## config.mk

```make
export PLATFORM = sky130hd
export DESIGN_NAME = coproc_dispatch
export DESIGN_NICKNAME = d
export VERILOG_FILES = /design/src/rtl/coproc_dispatch.sv
export SDC_FILE = /design/constraint.sdc
export NUM_CORES = 1
export LEC_CHECK = 0
export CORE_AREA = 2 2 498 500
export CTS_CLUSTER_DIAMETER = 120
export DETAILED_ROUTE_END_ITERATION = 10
export DIE_AREA = 0 0 500 502
export PLACE_DENSITY_LB_ADDON = 0.05
export SLEW_MARGIN = 5
export SYNTH_ARGS = -nofsm -noshare
export SYNTH_HDL_FRONTEND = slang
export SYNTH_SLANG_ARGS = --single-unit
```

## constraint.sdc

```tcl
create_clock -name Clk -period 2.8 [get_ports Clk]
set_input_delay 0.84 -clock Clk [delete_from_list [all_inputs] [get_ports Clk]]
set_output_delay 0.84 -clock Clk [all_outputs]
set_load 0.02 [all_outputs]
```

## src/rtl/coproc_dispatch.sv

```systemverilog
// coproc_dispatch: walks a list of triangles for one ray, fetching each
// triangle, handing it to the intersection coprocessor and keeping the
// nearest accepted hit.
// Optional feature: define COPROC_DISPATCH_TIMEOUT_EN to bound the wait for
// the coprocessor to 1024 cycles (flags Error and ends the traversal).
module coproc_dispatch #(
  parameter int DATA_W = 32,
  parameter int IDX_W  = 16
) (
  input  logic                Clk,
  input  logic                Reset,
  input  logic                Go,
  input  logic [IDX_W-1:0]    TriCount,
  input  logic [6*DATA_W-1:0] RayIn,
  output logic [IDX_W-1:0]    TriIndex,
  output logic                TriReq,
  input  logic                TriAck,
  input  logic [9*DATA_W-1:0] TriVerts,
  output logic                CpStart,
  output logic [6*DATA_W-1:0] CpRay,
  output logic [9*DATA_W-1:0] CpTri,
  input  logic                CpReady,
  input  logic [1:0]          CpCode,
  input  logic [DATA_W-1:0]   CpT,
  input  logic [3*DATA_W-1:0] CpPoint,
  output logic                Busy,
  output logic                Done,
  output logic                HitValid,
  output logic [IDX_W-1:0]    HitIndex,
  output logic [DATA_W-1:0]   HitT,
  output logic [3*DATA_W-1:0] HitPoint,
  output logic                Error
);

  localparam logic [1:0] CODE_HIT = 2'b01;
  localparam logic [1:0] CODE_ERR = 2'b11;

  typedef enum logic [2:0] {
    IDLE   = 3'd0,
    FETCH  = 3'd1,
    ISSUE  = 3'd2,
    WAIT   = 3'd3,
    UPDATE = 3'd4,
    DONE   = 3'd5
  } state_t;

  state_t              state;
  state_t              stateNext;
  logic [IDX_W-1:0]    idx;
  logic [IDX_W-1:0]    triCnt;
  logic                waitFirst;
  logic [1:0]          resCode;
  logic [DATA_W-1:0]   resT;
  logic [3*DATA_W-1:0] resPoint;
  logic                lastTri;
  logic                resultIn;
`ifdef COPROC_DISPATCH_TIMEOUT_EN
  logic [9:0]          waitCnt;
`endif

  // A hit is taken only if it is a real hit with non-negative distance that is
  // strictly nearer than the best so far; the positive-float bit patterns order
  // the same as unsigned integers, and a tie keeps the earlier triangle.
  function automatic logic acceptHit(input logic [1:0] code,
                                     input logic [DATA_W-1:0] t,
                                     input logic haveHit,
                                     input logic [DATA_W-1:0] bestT);
    return (code == CODE_HIT) && !t[DATA_W-1] && (!haveHit || (t < bestT));
  endfunction

  assign lastTri  = (idx == (triCnt - {{(IDX_W-1){1'b0}}, 1'b1}));
  // The cycle right after CpStart may still show the previous result level.
  assign resultIn = (state == WAIT) && !waitFirst && CpReady;
  assign TriIndex = idx;
  assign TriReq   = (state == FETCH);
  assign CpStart  = (state == ISSUE) && CpReady;
  assign Busy     = (state != IDLE);

  // State register.
  always_ff @(posedge Clk or negedge Reset) begin
    if (!Reset) state <= IDLE;
    else        state <= stateNext;
  end

  // Next-state decode.
  always_comb begin
    stateNext = state;
    case (state)
      IDLE:   if (Go) stateNext = (TriCount == '0) ? DONE : FETCH;
      FETCH:  if (TriAck) stateNext = ISSUE;
      ISSUE:  if (CpReady) stateNext = WAIT;
      WAIT: begin
        if (resultIn) stateNext = UPDATE;
`ifdef COPROC_DISPATCH_TIMEOUT_EN
        else if (waitCnt == '1) stateNext = DONE;
`endif
      end
      UPDATE: stateNext = lastTri ? DONE : FETCH;
      DONE:   stateNext = IDLE;
      default: stateNext = IDLE;
    endcase
  end

  // Traversal datapath: ray/triangle capture, result capture, best-hit update.
  always_ff @(posedge Clk or negedge Reset) begin
    if (!Reset) begin
      idx       <= '0;
      triCnt    <= '0;
      waitFirst <= 1'b0;
      resCode   <= '0;
      resT      <= '0;
      resPoint  <= '0;
      CpRay     <= '0;
      CpTri     <= '0;
      Done      <= 1'b0;
      HitValid  <= 1'b0;
      HitIndex  <= '0;
      HitT      <= '0;
      HitPoint  <= '0;
      Error     <= 1'b0;
`ifdef COPROC_DISPATCH_TIMEOUT_EN
      waitCnt   <= '0;
`endif
    end else begin
      Done <= (state == DONE);
      case (state)
        IDLE: begin
          if (Go) begin
            CpRay    <= RayIn;
            triCnt   <= TriCount;
            idx      <= '0;
            HitValid <= 1'b0;
            Error    <= 1'b0;
          end
        end
        FETCH: begin
          if (TriAck) CpTri <= TriVerts;
        end
        ISSUE: begin
          if (CpReady) begin
            waitFirst <= 1'b1;
`ifdef COPROC_DISPATCH_TIMEOUT_EN
            waitCnt   <= '0;
`endif
          end
        end
        WAIT: begin
          waitFirst <= 1'b0;
          if (resultIn) begin
            resCode  <= CpCode;
            resT     <= CpT;
            resPoint <= CpPoint;
          end
`ifdef COPROC_DISPATCH_TIMEOUT_EN
          else begin
            waitCnt <= waitCnt + 10'd1;
            if (waitCnt == '1) Error <= 1'b1;
          end
`endif
        end
        UPDATE: begin
          if (acceptHit(resCode, resT, HitValid, HitT)) begin
            HitValid <= 1'b1;
            HitIndex <= idx;
            HitT     <= resT;
            HitPoint <= resPoint;
          end
          if (resCode == CODE_ERR) Error <= 1'b1;
          if (!lastTri) idx <= idx + {{(IDX_W-1){1'b0}}, 1'b1};
        end
        default: ;
      endcase
    end
  end

endmodule
```

* Yosys cells after proc, flatten, opt, wreduce, memory -nomap -nowiden *
Index checks and enable logic that the tools add are counted.

word-level totals
  word-level logic and storage cells = 73
  output and inout bits = 646
  flip-flop bits (word level) = 793
  input port bits = 631

operators by class
  reduce and logical (&&, ||, !) cells = 23
  muxes and demuxes = 17
  equal/unequal tests = 15
  $lt $le $gt $ge = 1
  $add $sub $neg = 2

operators with widths
  cell                     number
  $lt A32 B32 Y1           1
  $mux W16                 2
  $pmux W16 S2             1
  $mux W3                  6
  $add A16 B1 Y16 const B  1
  $eq A16 B16 Y1           1
  $logic_not A16 Y1        1
  $sub A16 B1 Y16 const B  1
  $pmux W3 S5              1
  $ne A2 B2 Y1 const B     6
  $reduce_and A2 Y1        5
  $reduce_and A3 Y1        3
  $eq A3 B2 Y1 const B     2
  $eq A3 B3 Y1 const B     2
  $pmux W1 S2              3
  $logic_and A1 B1 Y1      5
  $mux W1                  4
  $reduce_and A4 Y1        1
  $reduce_bool A2 Y1       2
  $eq A3 B1 Y1 const B     1
  $logic_not A1 Y1         3
  $logic_not A3 Y1         1
  $reduce_bool A3 Y1       1
  $eq A2 B1 Y1 const B     1
  other kinds (3)          3

* Longest topological paths before layout *
  depth after elaboration = 5
  mapped depth = 12

* Worst setup path after synthesis *
No wires, ideal clock.

  path type = register -> register
  from = register triCnt[5]
  to = register idx[1], in the netlist TriIndex[1]
  setup time = 0.120 ns
  arrival time = 2.980 ns
  path slack = -0.299 ns
  required time = 2.680 ns
  path buffers = 4
  stages on the path, launching flop included = 12
  path through = dfrtp_1 buf_6 or4_4 buf_6 or4_4 or4b_1 a22oi_1 and4_4 buf_6 buf_8 nor3b_1 a31o_1

on the way
  word-level cells in the longest chain between the ends = 4

RTL lines
  what                                line  source
  start, declared                     50    logic [IDX_W-1:0] triCnt;
  start signal, assigned              130   triCnt <= TriCount;
  $sub A16 B1 Y16                     71    assign lastTri = (idx == (triCnt - {{(IDX_W-1){1'b0}}, 1'b1}));
  $eq A16 B16 Y1                      71
  $ne A2 B2 Y1 (no source line)       n/a
  $reduce_and A3 Y1 (no source line)  n/a
  end signal, assigned                169   if (!lastTri) idx <= idx + {{(IDX_W-1){1'b0}}, 1'b1};
  end, declared                       49    logic [IDX_W-1:0] idx;

No other way between the ends.
A chain may end at the register's enable or synchronous reset.

* Worst setup path in the final report *
  from = register triCnt[1]
  to = register idx[5], in the netlist TriIndex[5]

Same word-level chain as after synthesis.

==> metrics.yaml <==
place:
  port_buffers: 1276
  place_ws_ns: -0.5267
  place.gp.congestion: 0.7398
  placed_cell_area_um2: 49350
  dp_hpwl_um: 144800
route:
  initialDrtViolationCount: 869
  drt-total-wl_um: 182700
  antenna_left: 0
  vias: 24610
  routed_via_density: 3.413
  routedWlPerCell_um: 25.34
  drcViolationCount: 0
  dr.pass1.iters: 5
synthesis:
  yosys.area.top_type_share: 0.6402
  synth.yosys.seq_area_share: 0.6402
  syn_area_per_cell_um2: 12.91
  syn-num-nets: 3065
  synth_edf_count: 0
  yosys_warnings: 0
  synth_cell_types: 60
  synthCells: 2401
  synth_flop_cell: "dfrtp_1"
  yosys.area.top_type: "dfrtp_1"
  syn_area_um2: 31000
  synth_area_leaders: "dfrtp_1 (64%), mux2_2 (20%), nand2_1 (7.8%)"
  ys_seq_elements: 793
  synth_async_sr_flop_share: 1.000
grt:
  grt_pass1_vias: 27300
  grt_max_degree: 76
  antenna_found_initial: 121
  grt-ovfl-total: 0
  grt_first_pass_wirelength_um: 244800
  grtUsageTotal: 0.1420
worst_setup_path:
  critical_path_arrival_ns: 3.70
  critical_path_buf_inv_count: 3
  cp.depth: 11
  cp_max_fo: 7
  setup.worst_path.start_class: "flip-flop"
  slowest_stage: "or4b_4"
  criticalPathCategory: "reg -> reg"
  cp_data_required_time_ns: 3.47
  max_stage_delay_ns: 0.48
  endpoint_kind: "flip-flop"
  worstRegToRegCells: 11
  path_common_cell: "or4_4"
  crit_family: "simple AND/OR/NAND/NOR gates"
  crit_chain: "inv_2 > ha_4 > or4b_4 > buf_8 > or4_4 > a32oi_2 > o31ai_1 > and4_4 > buf_12 > or4_4 > a21oi_2"
sta:
  whs_ns: 0.4629
  final.setup.worst_slack_ns: -0.2300
  period_needed_ns: 3.030
  setup_viol_count_final: 16
  rsz0062_at_grt: "true"
  skew_ns: 0.04310
  slew_headroom: 0.6461
  tightest_slew_ns: 0.5271
  finalCritPeriodShare: 1.082
  slew_violations: 0
  finalSetupTns_ns: -1.717
  fmax_mhz: 330.0
  hold_viol: 0
die:
  rows: 182
  io_pins: 1277
  dieHeight_um: 502
  core_um2: 245300
  start_util: 0.1264
  die_x_um: 500
  die_area_um2: 251000
run_status:
  outcome: "complete, but fails checks"
  violations: "negative setup slack"
final_layout:
  layout_commonest_cell: "clkdlybuf4s50_1"
  drive_gt1_frac: 0.2538
  syn_to_final_growth_pct: 73.92
  finalNetCount: 4555
  stdcell_area_um2: 53910
  layout_common_cells: "clkdlybuf4s50_1 (1125), dfrtp_1 (790), nand2_1 (639), mux2_2 (549), buf_4 (146)"
  postLayoutCoreUtil: 0.2198
pwr:
  power.leakage_uw: 0.02366
  power_frac_comb: 0.436
  share_seq_of_total_power: 0.317
  p_int_uw: 37580
  clock_power_share: 0.247
  power_density_nw_per_um2: 1120
  peakVddDrop_uv: 488.2
  power_switching_uw: 22810
  swShare: 0.3778
cts:
  cts.root.buffer_cell: "clkbuf_16"
  cts.sinks: 793
  htree_levels: 3
  cts_tree: "built"
  clkTransAtPathRegs_ns: 0.06
  clockBufferDepth: 3
  clock_latency_ns: 0.77
  cts-buffers-inserted: 114
run:
  drv_cap: 0
hold_path:
  hold_depth: 1
  hp-class: "reg -> reg"
final timing paths:
check	from	to	slack, ns
max	triCnt[1]$_DFFE_PN0P_	TriIndex[5]$_DFFE_PN0P_	-0.23
min	resPoint[40]$_DFFE_PN0P_	HitPoint[40]$_DFFE_PN0P_	0.46
max reg2reg	triCnt[1]$_DFFE_PN0P_	TriIndex[5]$_DFFE_PN0P_	-0.23
min reg2reg	resPoint[40]$_DFFE_PN0P_	HitPoint[40]$_DFFE_PN0P_	0.46
max in group asynchronous	Reset	resPoint[30]$_DFFE_PN0P_	1.19
min in group asynchronous	Reset	CpTri[267]$_DFFE_PN0P_	0.66
logic make-up (layout without fill, tap and decap cells):
logic type | count (synthesis) | count (layout) | share of synthesized area
flip-flops | 793 | 793 | 0.6402
AND/OR/NAND/NOR | 741 | 741 | 0.09749
multiplexers | 562 | 562 | 0.2041
buffers and inverters | 164 | 1738 | 0.02123
AO/OA/AOI/OAI | 93 | 93 | 0.01938
adder cells (fa/ha/maj) | 33 | 33 | 0.01332
XOR/XNOR | 15 | 15 | 0.004239
other | 0 | 15 | 0
synth_stat cells, drive strengths merged (4+ instances only):
cell	number
dfrtp	793
nand2	641
mux2	561
clkbuf	113
inv	40
ha	33
o21ai	26
a21oi	23
nor2	17
buf	11
o211ai	11
or4	10
nand4	9
nor4	9
nand2b	8
nand3	8
nor3	8
xnor2	8
o31ai	7
or3	7
xor2	7
and3	5
nor2b	4
through the flow:
step	total power [uW]	std cells
after floorplan	30750	2401
after global placement	46480	6965
after detailed placement	46190	6965
after CTS	61950	7192
after global routing	64360	7196
final	60390	7210
area by class of cell:
| class | instances | area, um^2 |
|---|---|---|
| Clock buffer | 175 | 3445 |
| Timing Repair Buffer | 1498 | 15230 |
| Multi-Input combinational cell | 1444 | 10820 |
| Sequential cell | 793 | 19850 |
| Inverter | 40 | 150.1 |
| Antenna cell | 15 | 37.54 |
| Clock inverter | 25 | 341.6 |
| Tap cell | 3220 | 4029 |
| Fill cell | 26280 | 191300 |
what timing repair did:
item	in CTS	in global routing
gates resized for setup	210	64
gates cloned	9	4
buffers inserted	17	6
setup endpoints to repair	288	182
endpoints found under the hold margin	7	0
hold buffers	1	0
pin swaps	17	16
per-layer routing:
metal	global-route usage	vias up	routed length, um
li1	-	11140	-
met1	0.1452	12050	64860
met2	0.2586	1034	93410
met3	0.07269	362	19920
met4	0.02548	24	4388
met5	0	-	152
power by group through the flow:
stage | clock (uW) | combinational, uW | sequential [uW]
final | 14900 | 26300 | 19100
after CTS | 15700 | 27000 | 19300
after detailed placement | 0 | 26900 | 19300
after floorplan | 0 | 7350 | 23400
after global placement | 0 | 27100 | 19400
after global routing | 16100 | 28400 | 19900
sequential cells by signal, summed over array words and instances, names as in the netlist, 16 cells and up:
name      cells
HitT         32
CpRay       192
resT         32
HitPoint     96
TriIndex     16
resPoint     96
triCnt       16
HitIndex     16
CpTri       288
(Power assumes the default switching activity.)
